File: src/rtl/retire_unit.sv
// In-order retirement for a reorder queue: retires up to SS completed entries per cycle,
// updates the retirement RAT and free list, and raises a timed flush on a mispredict.
module retire_unit #(
    parameter int SS           = 2,
    parameter int DEPTH        = 16,
    parameter int PREG_W       = 6,
    parameter int FLUSH_CYCLES = 2
) (
    input  logic                          clk,
    input  logic                          rst,
    input  logic [$clog2(DEPTH):0]        q_count,
    input  logic [$clog2(DEPTH)-1:0]      q_tail,
    output logic [SS*$clog2(DEPTH)-1:0]   sel_idx,
    input  logic [SS-1:0]                 e_done,
    input  logic [SS-1:0]                 e_we,
    input  logic [SS*5-1:0]               e_rd_arch,
    input  logic [SS*PREG_W-1:0]          e_rd_phys,
    input  logic [SS*PREG_W-1:0]          e_old_phys,
    input  logic [SS-1:0]                 e_mispred,
    input  logic [SS*32-1:0]              e_target,
    output logic                          pop,
    output logic [$clog2(SS):0]           pop_count,
    output logic [SS-1:0]                 rrf_we,
    output logic [SS*5-1:0]               rrf_arch,
    output logic [SS*PREG_W-1:0]          rrf_phys,
    output logic [SS-1:0]                 fl_push,
    output logic [SS*PREG_W-1:0]          fl_phys,
    output logic                          flush,
    output logic [31:0]                   redirect_pc,
    output logic [63:0]                   retired_total
);
    localparam int IDX_W = $clog2(DEPTH);
    localparam int CNT_W = $clog2(SS) + 1;
    localparam int FC_W  = $clog2(FLUSH_CYCLES + 1);

    typedef enum logic {RUN, FLUSH} state_t;

    state_t            state;
    logic [FC_W-1:0]   fcnt;
    logic [SS-1:0]     ret;
    logic [CNT_W-1:0]  cnt;
    logic              stop;
    logic              mis_hit;
    logic [31:0]       mis_pc;

    always_comb begin
        sel_idx = '0;
        for (int i = 0; i < SS; i++)
            sel_idx[i*IDX_W +: IDX_W] = q_tail + IDX_W'(i);
    end

    // Walk slots oldest-first; out-of-range slots are rejected before their
    // (possibly unknown) inputs are consulted, and a mispredict ends the group.
    always_comb begin
        ret     = '0;
        cnt     = '0;
        stop    = 1'b0;
        mis_hit = 1'b0;
        mis_pc  = '0;
        if (!rst && state == RUN) begin
            for (int i = 0; i < SS; i++) begin
                if (!stop && ((IDX_W+1)'(i) < q_count) && e_done[i]) begin
                    ret[i] = 1'b1;
                    cnt    = cnt + CNT_W'(1);
                    if (e_mispred[i]) begin
                        stop    = 1'b1;
                        mis_hit = 1'b1;
                        mis_pc  = e_target[i*32 +: 32];
                    end
                end else begin
                    stop = 1'b1;
                end
            end
        end
    end

    assign pop       = (cnt != '0);
    assign pop_count = cnt;

    always_ff @(posedge clk) begin
        if (rst) begin
            state         <= RUN;
            fcnt          <= '0;
            rrf_we        <= '0;
            fl_push       <= '0;
            flush         <= 1'b0;
            redirect_pc   <= '0;
            retired_total <= '0;
        end else begin
            rrf_we        <= ret & e_we;
            fl_push       <= ret & e_we;
            flush         <= mis_hit;
            retired_total <= retired_total + 64'(cnt);
            if (mis_hit)
                redirect_pc <= mis_pc;
            case (state)
                RUN: begin
                    if (mis_hit) begin
                        state <= FLUSH;
                        fcnt  <= FC_W'(FLUSH_CYCLES - 1);
                    end
                end
                FLUSH: begin
                    if (fcnt == '0)
                        state <= RUN;
                    else
                        fcnt <= fcnt - FC_W'(1);
                end
                default: state <= RUN;
            endcase
        end
    end

    // Payload fields are not reset; they are zeroed every cycle for non-retired slots.
    always_ff @(posedge clk) begin
        for (int i = 0; i < SS; i++) begin
            rrf_arch[i*5 +: 5]        <= ret[i] ? e_rd_arch[i*5 +: 5] : 5'd0;
            rrf_phys[i*PREG_W +: PREG_W] <= ret[i] ? e_rd_phys[i*PREG_W +: PREG_W] : '0;
            fl_phys[i*PREG_W +: PREG_W]  <= ret[i] ? e_old_phys[i*PREG_W +: PREG_W] : '0;
        end
    end
endmodule

File: config.mk
export PLATFORM = sky130hd
export DESIGN_NAME = retire_unit
export DESIGN_NICKNAME = d
export VERILOG_FILES = /design/src/rtl/retire_unit.sv
export SDC_FILE = /design/constraint.sdc
export NUM_CORES = 1
export LEC_CHECK = 0
export ABC_AREA = 1
export BUFFER_PORTS_ARGS = -buffer_cell sky130_fd_sc_hd__buf_4
export CORE_ASPECT_RATIO = 0.9
export CORE_MARGIN = 3
export CORE_UTILIZATION = 40
export CTS_CLUSTER_DIAMETER = 60
export DETAILED_ROUTE_END_ITERATION = 6
export PLACE_DENSITY = 0.72
export SYNTH_ARGS = -nofsm -noshare
export SYNTH_HDL_FRONTEND = slang
export SYNTH_SLANG_ARGS = --single-unit
File: constraint.sdc
create_clock -name clk -period 3.6 [get_ports clk]
set_input_delay 0.9 -clock clk [delete_from_list [all_inputs] [get_ports clk]]
set_output_delay 0.9 -clock clk [all_outputs]
set_load 0.01 [all_outputs]
Word-level counts from Yosys, hierarchy flattened. Index checks and enable logic that the tools add are counted.

Flip-flop bits (word level): 136. Bits in latches: 0. RAM bits: 0. Memory bits (read-only): 0. Input port bits: 115. Output and inout port bits: 146. Word-level logic and storage cells: 56. Memories kept: 0.

Add/sub/neg operators: 4. $mul: 0. Divide/modulo/power cells: 0. Magnitude comparators: 2. Equality and inequality tests: 2. Shift-type cells: 0. Muxes and demuxes: 25. Bitwise logic cells: 2. Reduce and logical (&&, ||, !) cells: 9.

Operator list (number): two-way mux 32 bit (5); adder 64 x 2 -> 64 bit (1); two-way mux 1 bit (12); two-way mux 2 bit (6); less-than comparator 1 x 5 -> 1 bit, first input constant (2); adder 4 x 1 -> 4 bit, second input constant (1); logical AND 1 bit (4); inequality test 2 bit, second input constant (2); one-hot mux 2 bit (2 select lines) (1); adder 2 x 1 -> 2 bit, second input constant (1); bitwise AND 2 bit (1); zero test 1 bit (2); zero test 2 bit (1); one-hot mux 1 bit (2 select lines) (1); AND reduction 2 bit (1); nonzero test 2 bit (1); subtractor 2 x 1 -> 2 bit, second input constant (1); NOT 1 bit (1).

Logic depth before layout (Yosys ltp). Gate-level depths: netlist (run 1).

Depth in word-level cells: 11. Depth in mapped cells: 20. Depth with buffers taken out: 19.

Least setup slack after synthesis (run 1). OpenSTA, ideal clock, no wires.

Path kind: input-to-reg. From: input q_count[1]. To: register retired_total[50]. Setup time: 64 ps. Arrival time: 3657 ps. Data required time: 3536 ps. Path slack: -120 ps. Stages on the path: 20. Path buffers: 2. Cell sequence: nor2_1 nand2_1 and2_1 buf_2 buf_2 ha_1 inv_1 nor2_1 ha_1 inv_1 fa_1 inv_1 nand3_1 nor2_1 nand3_1 nor2_1 nand3_1 nand2_1 nand2_1 nor2_1.

Word-level cells in the longest chain between the ends: 10. Elaborated cells on any way between the ends: 14. Classes of those cells: add/sub (2); order compare (2); mux (6); reduce/logical (4).

RTL lines: start, declared (line 11) `input logic [$clog2(DEPTH):0] q_count,`; branches (longest 7 deep; another with less-than comparator 1 x 5 -> 1 bit); two-way mux 2 bit (*) (line 62) `if (!stop && ((IDX_W+1)'(i) < q_count) && e_done[i]) begin`; two-way mux 2 bit (*) (line 60) `if (!rst && state == RUN) begin`; net pop_count[0] (line 22) `output logic [$clog2(SS):0] pop_count,`; adder 64 x 2 -> 64 bit (*) (line 93) `retired_total <= retired_total + 64'(cnt);`; end signal, assigned (line 93); end, declared (line 30) `output logic [63:0] retired_total`.

Mark *: on every way through the listed nets, which the timed path passes. The select of a mux whose other input is x is not followed. A chain may end at the register's enable or synchronous reset.

Final worst setup path (run 1).
From: input q_count[1]. To: register retired_total[60].

Word-level cells in the longest chain between the ends: 10. Elaborated cells on any way between the ends: 14. Classes of those cells: add/sub (2); order compare (2); mux (6); reduce/logical (4).

RTL lines (line): branches (longest 7 deep; another with less-than comparator 1 x 5 -> 1 bit); two-way mux 2 bit (*) (62); two-way mux 2 bit (*) (60); adder 64 x 2 -> 64 bit (*) (93).

Mark *: on every way between the ends. The select of a mux whose other input is x is not followed.

==> results of run 1 <==
==> cell families after synthesis <==
logic type               share of synthesized area, %
buffers and inverters                           8.593
AO/OA/AOI/OAI                                   7.846
AND/OR/NAND/NOR                                 40.37
adder cells (fa/ha/maj)                         1.233
flip-flops                                      40.65
XOR/XNOR                                        1.308
==> worst paths after layout <==
kind,slack [ps],endpoint,cells after the start
worst min register to register,480,fcnt[1],2
worst min-delay path,480,fcnt[1],2
worst max-delay path,420,retired_total[60],16
worst max register to register,1060,retired_total[60],11
==> area by class of cell <==
cell class / instances / share of cell area, %
tap: 207 / 2.758
inverter: 107 / 4.303
multi-input combinational: 756 / 36.28
timing repair buffer: 267 / 21.34
clock buffer: 17 / 4.530
clock inverter: 15 / 1.799
sequential: 136 / 28.99
==> state kept, by name, summed over array words and instances, names as in the netlist <==
register       flops
fl_push            2
retired_total     64
rrf_phys          12
state              1
fl_phys           12
redirect_pc       32
flush              1
fcnt               2
rrf_arch          10
==> report_power, final <==
group	switching, mW	internal [mW]
combinational	0.186	0.196
clock	0.713	1.04
sequential	0.0247	1.56
total	0.924	2.79
==> placed cells by master (no fill, tap or decap), types with 2 or more instances in the layout <==
cell type     n
a21oi_1      83
buf_4       267
bufinv_16     2
clkbuf_16    17
clkinv_4      4
clkinvlp_4    3
dfxtp_1     136
ha_1          5
inv_1       104
inv_2         2
inv_6         4
nand2_1     262
nand2_2      11
nand2_4       2
nand3_1      65
nand4_1      13
nor2_1      237
nor2_2        8
nor2_4       10
nor3_1        9
o21ai_0      16
or2_0        14
or2_2         2
xnor2_1       4
xor2_1        6
==> critical path, delay by kind of cell <==
family	cells	cell delay (ps)
AND/OR/NAND/NOR	7	1020
buffers and inverters	4	360
AO/OA/AOI/OAI	2	310
adder cells (fa/ha/maj)	3	850
==> metal layers <==
layer | vias up | routed length [µm] | track usage [%]
li1 | 3728 | - | -
met1 | 3224 | 8999 | 29.14
met2 | 309 | 11190 | 41.60
met3 | 29 | 1968 | 7.507
met4 | 0 | 510 | 7.714
met5 | - | 0 | 0
==> through the flow <==
stage | hold WS, ps | power (mW) | setup slack (ps)
2_1_floorplan | 459.8 | 1.776 | 74.54
3_3_place_gp | 467.5 | 1.999 | 132.3
5_1_grt | 511.4 | 3.859 | 214.1
3_5_place_dp | 472.1 | 2.002 | 96.05
4_1_cts | 480.5 | 3.751 | 474.1
6_report | 479.3 | 3.713 | 418.6
==> results.toml, run 1 <==
[cells_and_area]
seqCellArea_um2 = 2723
drive_above_1_share_pct = 25.96
n_antenna_cell = 0
syn_to_final_growth_pct = 40.22
stdcell_area_um2 = 9392
final-instance-count-excl-fill = 1505
finish.utilization_pct = 57.63
final_nets = 1406
multi_input_comb_area_um2 = 3407
nFillCells = 1618

[route]
drc_errors = 0
wl_per_cell_um = 15.06
routed_via_density = 4.844
vias = 7290
drt-total-wl_um = 22670
ant_nets = 0
first_pass_iters = 5
drtIter0Drc = 524

[yosys]
synth.area.top_cells = "dfxtp_1 41%, nand2_1 15%, nor2_1 13%, a21oi_1 6.2%, inv_1 5.8%"
synth_edf_count = 0
avgSynthCellArea_um2 = 6.471
synth.distinct_cells = 33
synth_top_area_share_pct = 40.65
synth_top_cell_by_area = "dfxtp_1"
synth-async-reset-ratio_pct = 0
synth_commonest_cells = "262 x nand2_1, 239 x nor2_1, 136 x dfxtp_1, 104 x inv_1, 83 x a21oi_1"
syn_area_um2 = 6698
yosysMostFrequentCell = "nand2_1"
synth_seq_cells = 136
synthFlopType = "dfxtp_1"
syn_inst = 1035
yosysSeqAreaShare_pct = 40.65
synth_nets = 1156
ys_warn_count = 0

[worst_setup_path]
worstPathRequired_ps = 3870
timing.critical_path.mode_cell = "inv_1"
startpoint = "q_count[1]"
critPathArrivalTime_ps = 3450
path_class = "in -> reg"
critPathCaptureType = "flip-flop"
r2r-start = "state"
cp_slowest_cell = "fa_2"
max_stage_delay_ps = 400
path_max_fanout = 6
start_kind = "input pin"
crit_chain = "buf_4 > nor2_1 > nand2_1 > and2_1 > ha_1 > inv_1 > nor2_2 > ha_1 > inv_1 > fa_2 > nor2_4 > nand3_2 > inv_1 > nand2_1 > o21ai_0 > a21oi_1"

[clock_tree]
cts_made_buffers = 17
cts.htree.levels = 4
clk_pin_slew_ps = 60
cts_setup_buffers = 0
clock_path_buffers = 2
clock_latency_ps = 420
cts-root-buf = "clkbuf_16"
cts_tree = "yes"
cts.sinks = 136
postCtsHoldBufs = 0
cts_resized = 0

[flow_run]
maxCapViolations = 0

[power_and_ir_drop]
vdd_drop_max_uv = 334.9
powerDensity_nw_per_um2 = 395.4
p_leak_nw = 4.145

[sta]
timing_worst_slew_pin_value_ps = 937.2
min_period_ps = 3181
setup_tns_ps = 0
maxSlewViolCount = 0
grt_setup_unrepaired = "no"
relSlewSlack_pct = 37.45
skew_ps = 13.02
period_share_pct = 88.37
finalHoldViolations = 0
setup_viol = 0
fmax_mhz = 314.3

[die]
die_w_um = 142.4
dieArea_um2 = 18340
core_area_um2 = 16300
num_rows = 44
start_util_pct = 41.10
ios = 261
die-height_um = 128.8

[global_routing]
grt_pass1_vias = 6700
grt_overflow_total = 0
grt_antenna_before_repair = 0
grt_max_degree = 61
grtUsageTotal_pct = 24.25
grt_pass1_wl_um = 34860

[hold_path]
holdCritStartpoint = "fcnt[1]"
min_path_type = "reg -> reg"

[placed_design]
portBuffers = 260
dp_hpwl_um = 18160
place_area_um2 = 8797
gp_congestion = 0.9431
placed_cells = 1473

[status]
outcome = "finished, final reports clean"
Note: power is estimated with default switching activity, not from simulation.
==> run 2: changes to the inputs <==
--- a/config.mk
+++ b/config.mk
@@ -7,12 +7,14 @@
 export LEC_CHECK = 0
 export ABC_AREA = 1
 export BUFFER_PORTS_ARGS = -buffer_cell sky130_fd_sc_hd__buf_4
+export CELL_PAD_IN_SITES_DETAIL_PLACEMENT = 1
+export CELL_PAD_IN_SITES_GLOBAL_PLACEMENT = 1
 export CORE_ASPECT_RATIO = 0.9
 export CORE_MARGIN = 3
-export CORE_UTILIZATION = 40
+export CORE_UTILIZATION = 30
 export CTS_CLUSTER_DIAMETER = 60
 export DETAILED_ROUTE_END_ITERATION = 6
-export PLACE_DENSITY = 0.72
+export PLACE_DENSITY = 0.79
 export SYNTH_ARGS = -nofsm -noshare
 export SYNTH_HDL_FRONTEND = slang
 export SYNTH_SLANG_ARGS = --single-unit
==> run 2 against run 1 <==
Against the previous run:
- critical path type unchanged
- clock power is 9.7% higher
- combinational power increased by 2%
- flip-flop and latch count did not move
- via count is 3.7% higher
- non-clock buffer count grew 1
- critical path depth rose by 3
- cell area increased by 1.7%
- hold slack better by 7.0 ps
- routed wire length is 18% higher
- largest cell class unchanged
- clock skew down 1.8 ps
- setup slack got worse by 13 ps
- sequential power is essentially flat
==> results.toml, run 2 (synthesis results as in run 1) <==
[worst_setup_path]
worstPathRequired_ps = 3960
r2r_slack_ps = 1000
path_max_fanout = 5
path_class = "in -> reg"
start_kind = "input pin"
crit_end = "retired_total[50]"
worst-r2r-cell-count = 14
critPathArrivalTime_ps = 3550
r2r-start = "state"
worst_r2r_endpoint = "retired_total[50]"
startpoint = "q_count[1]"
critPathCaptureType = "flip-flop"

[placed_design]
dp_hpwl_um = 21260
gp_congestion = 0.8938
portBuffers = 260

[sta]
relSlewSlack_pct = 49.60
min_period_ps = 3194
finalHoldViolations = 0
grt_setup_unrepaired = "no"
timing.hold.ws_ps = 486.3
period_share_pct = 88.73
fmax_mhz = 313.1
skew_ps = 11.23
maxSlewViolCount = 0
setup_viol = 0
timing_worst_slew_pin_value_ps = 754.1

[clock_tree]
cts.htree.levels = 4
postCtsHoldBufs = 0
cts_setup_buffers = 0
clock_path_buffers = 2
clk_pin_slew_ps = 60
cts_made_buffers = 17
clock_latency_ps = 420
cts-root-buf = "clkbuf_16"
cts.sinks = 136
cts_resized = 0
cts_tree = "yes"

[cells_and_area]
drive_above_1_share_pct = 25.94
syn_to_final_growth_pct = 42.56
layout_commonest_cell = "buf_4"
n_antenna_cell = 0
top_regs = "retired_total (64), redirect_pc (32)"
final_nets = 1407
layout_common_cells = "268 x buf_4, 262 x nand2_1, 237 x nor2_1"
largest_reg_flops = 64
max_flop_register = "retired_total"

[power_and_ir_drop]
combPwrFrac_pct = 10.0
intPower_mw = 2.942
vdd_drop_max_uv = 309.0
p_leak_nw = 4.168
powerDensity_nw_per_um2 = 408.3
p_seq_share_pct = 40.7
p_switching_mw = 0.9560
swShare_pct = 24.52
total_power_mw = 3.898
p_clk_share_pct = 49.4

[route]
routed_via_density = 4.753
drt-total-wl_um = 26650
ant_nets = 0
vias = 7558
first_pass_iters = 4
drtIter0Drc = 311
drc_errors = 0
wl_per_cell_um = 16.76

[global_routing]
grtUsageTotal_pct = 22.28
grt_max_degree = 61
grt_antenna_before_repair = 0
grt_pass1_wl_um = 42320
grt_pass1_vias = 7982
grt_overflow_total = 0

[die]
ios = 261
start_util_pct = 30.78
die-height_um = 147.8
num_rows = 51
die_w_um = 163.5
dieArea_um2 = 24160
core_area_um2 = 21760

[flow_run]
maxCapViolations = 0

[hold_path]
min_path_type = "reg -> reg"

[status]
outcome = "finished, final reports clean"
[run 2: cell types whose count changed in the layout (fill, tap and decap cells not counted), sizes merged]
cell | previous run | this run
clkinv | 5 | 4
bufinv | 2 | 4
clkbuf | 17 | 19
inv | 112 | 109
buf | 267 | 268
[run 2: worst min path at each step]
stage,from,endpoint,slack (ps),cells past startpoint
finish,fcnt[1],fcnt[1],490,2
floorplan,fcnt[1],fcnt[1],460,2
global route,fcnt[1],fcnt[1],530,2
CTS,fcnt[1],fcnt[1],490,2
detailed placement,redirect_pc[22],redirect_pc[22],480,2
global placement,redirect_pc[11],redirect_pc[11],470,2
[run 2: power by group through the flow]
stage                     sequential (mW)  clock, mW  combinational (mW)
after global routing                 1.59       2.03               0.430
after CTS                            1.59       1.96               0.396
after floorplan                      1.64          0               0.136
after detailed placement             1.62          0               0.394
final                                1.59       1.92               0.388
after global placement               1.62          0               0.385
[run 2: per-layer routing]
layer | up-vias | share of wire, % | global-route usage [%]
li1 | 3717 | - | -
met2 | 227 | 49 | 39.35
met5 | - | 0 | 0
met1 | 3590 | 40 | 25.52
met3 | 24 | 8.4 | 7.593
met4 | 0 | 2.0 | 6.427
[run 2: critical path, stage by stage]
cell and delay [ps]:
buf_4 110, nor2_1 150, nand2_1 100, and2_1 180, ha_1 270, inv_1 60
nor2_2 120, ha_1 180, inv_1 60, fa_2 390, inv_1 110, nand3_1 90
nor2_2 230, nand3_1 100, nor2_1 200, nand3_1 100, nand2_1 70, nand2_1 40
nor2_1 80
[run 2: area by class of cell]
type                    instances  area [µm²]
clock buffers                  19       442.9
clock inverters                13       195.2
fillers                      2837       12210
inverters                     107       404.1
multi-input cells             756        3407
flip-flops and latches        136        2723
well taps                     291       364.1
repair buffers                268        2012
[run 2: per-stage QoR]
step	util, %	setup WS, ps	setup TNS, ps	cells	instance area, µm²
after floorplan	-	74.54	0	1035	6705
after global placement	40.95	155.9	0	1558	8910
after detailed placement	40.95	-17.12	-17.12	1558	8910
after CTS	43.88	408.4	0	1590	9548
after global routing	43.88	142.9	0	1590	9548
final	43.88	405.8	0	1590	9548
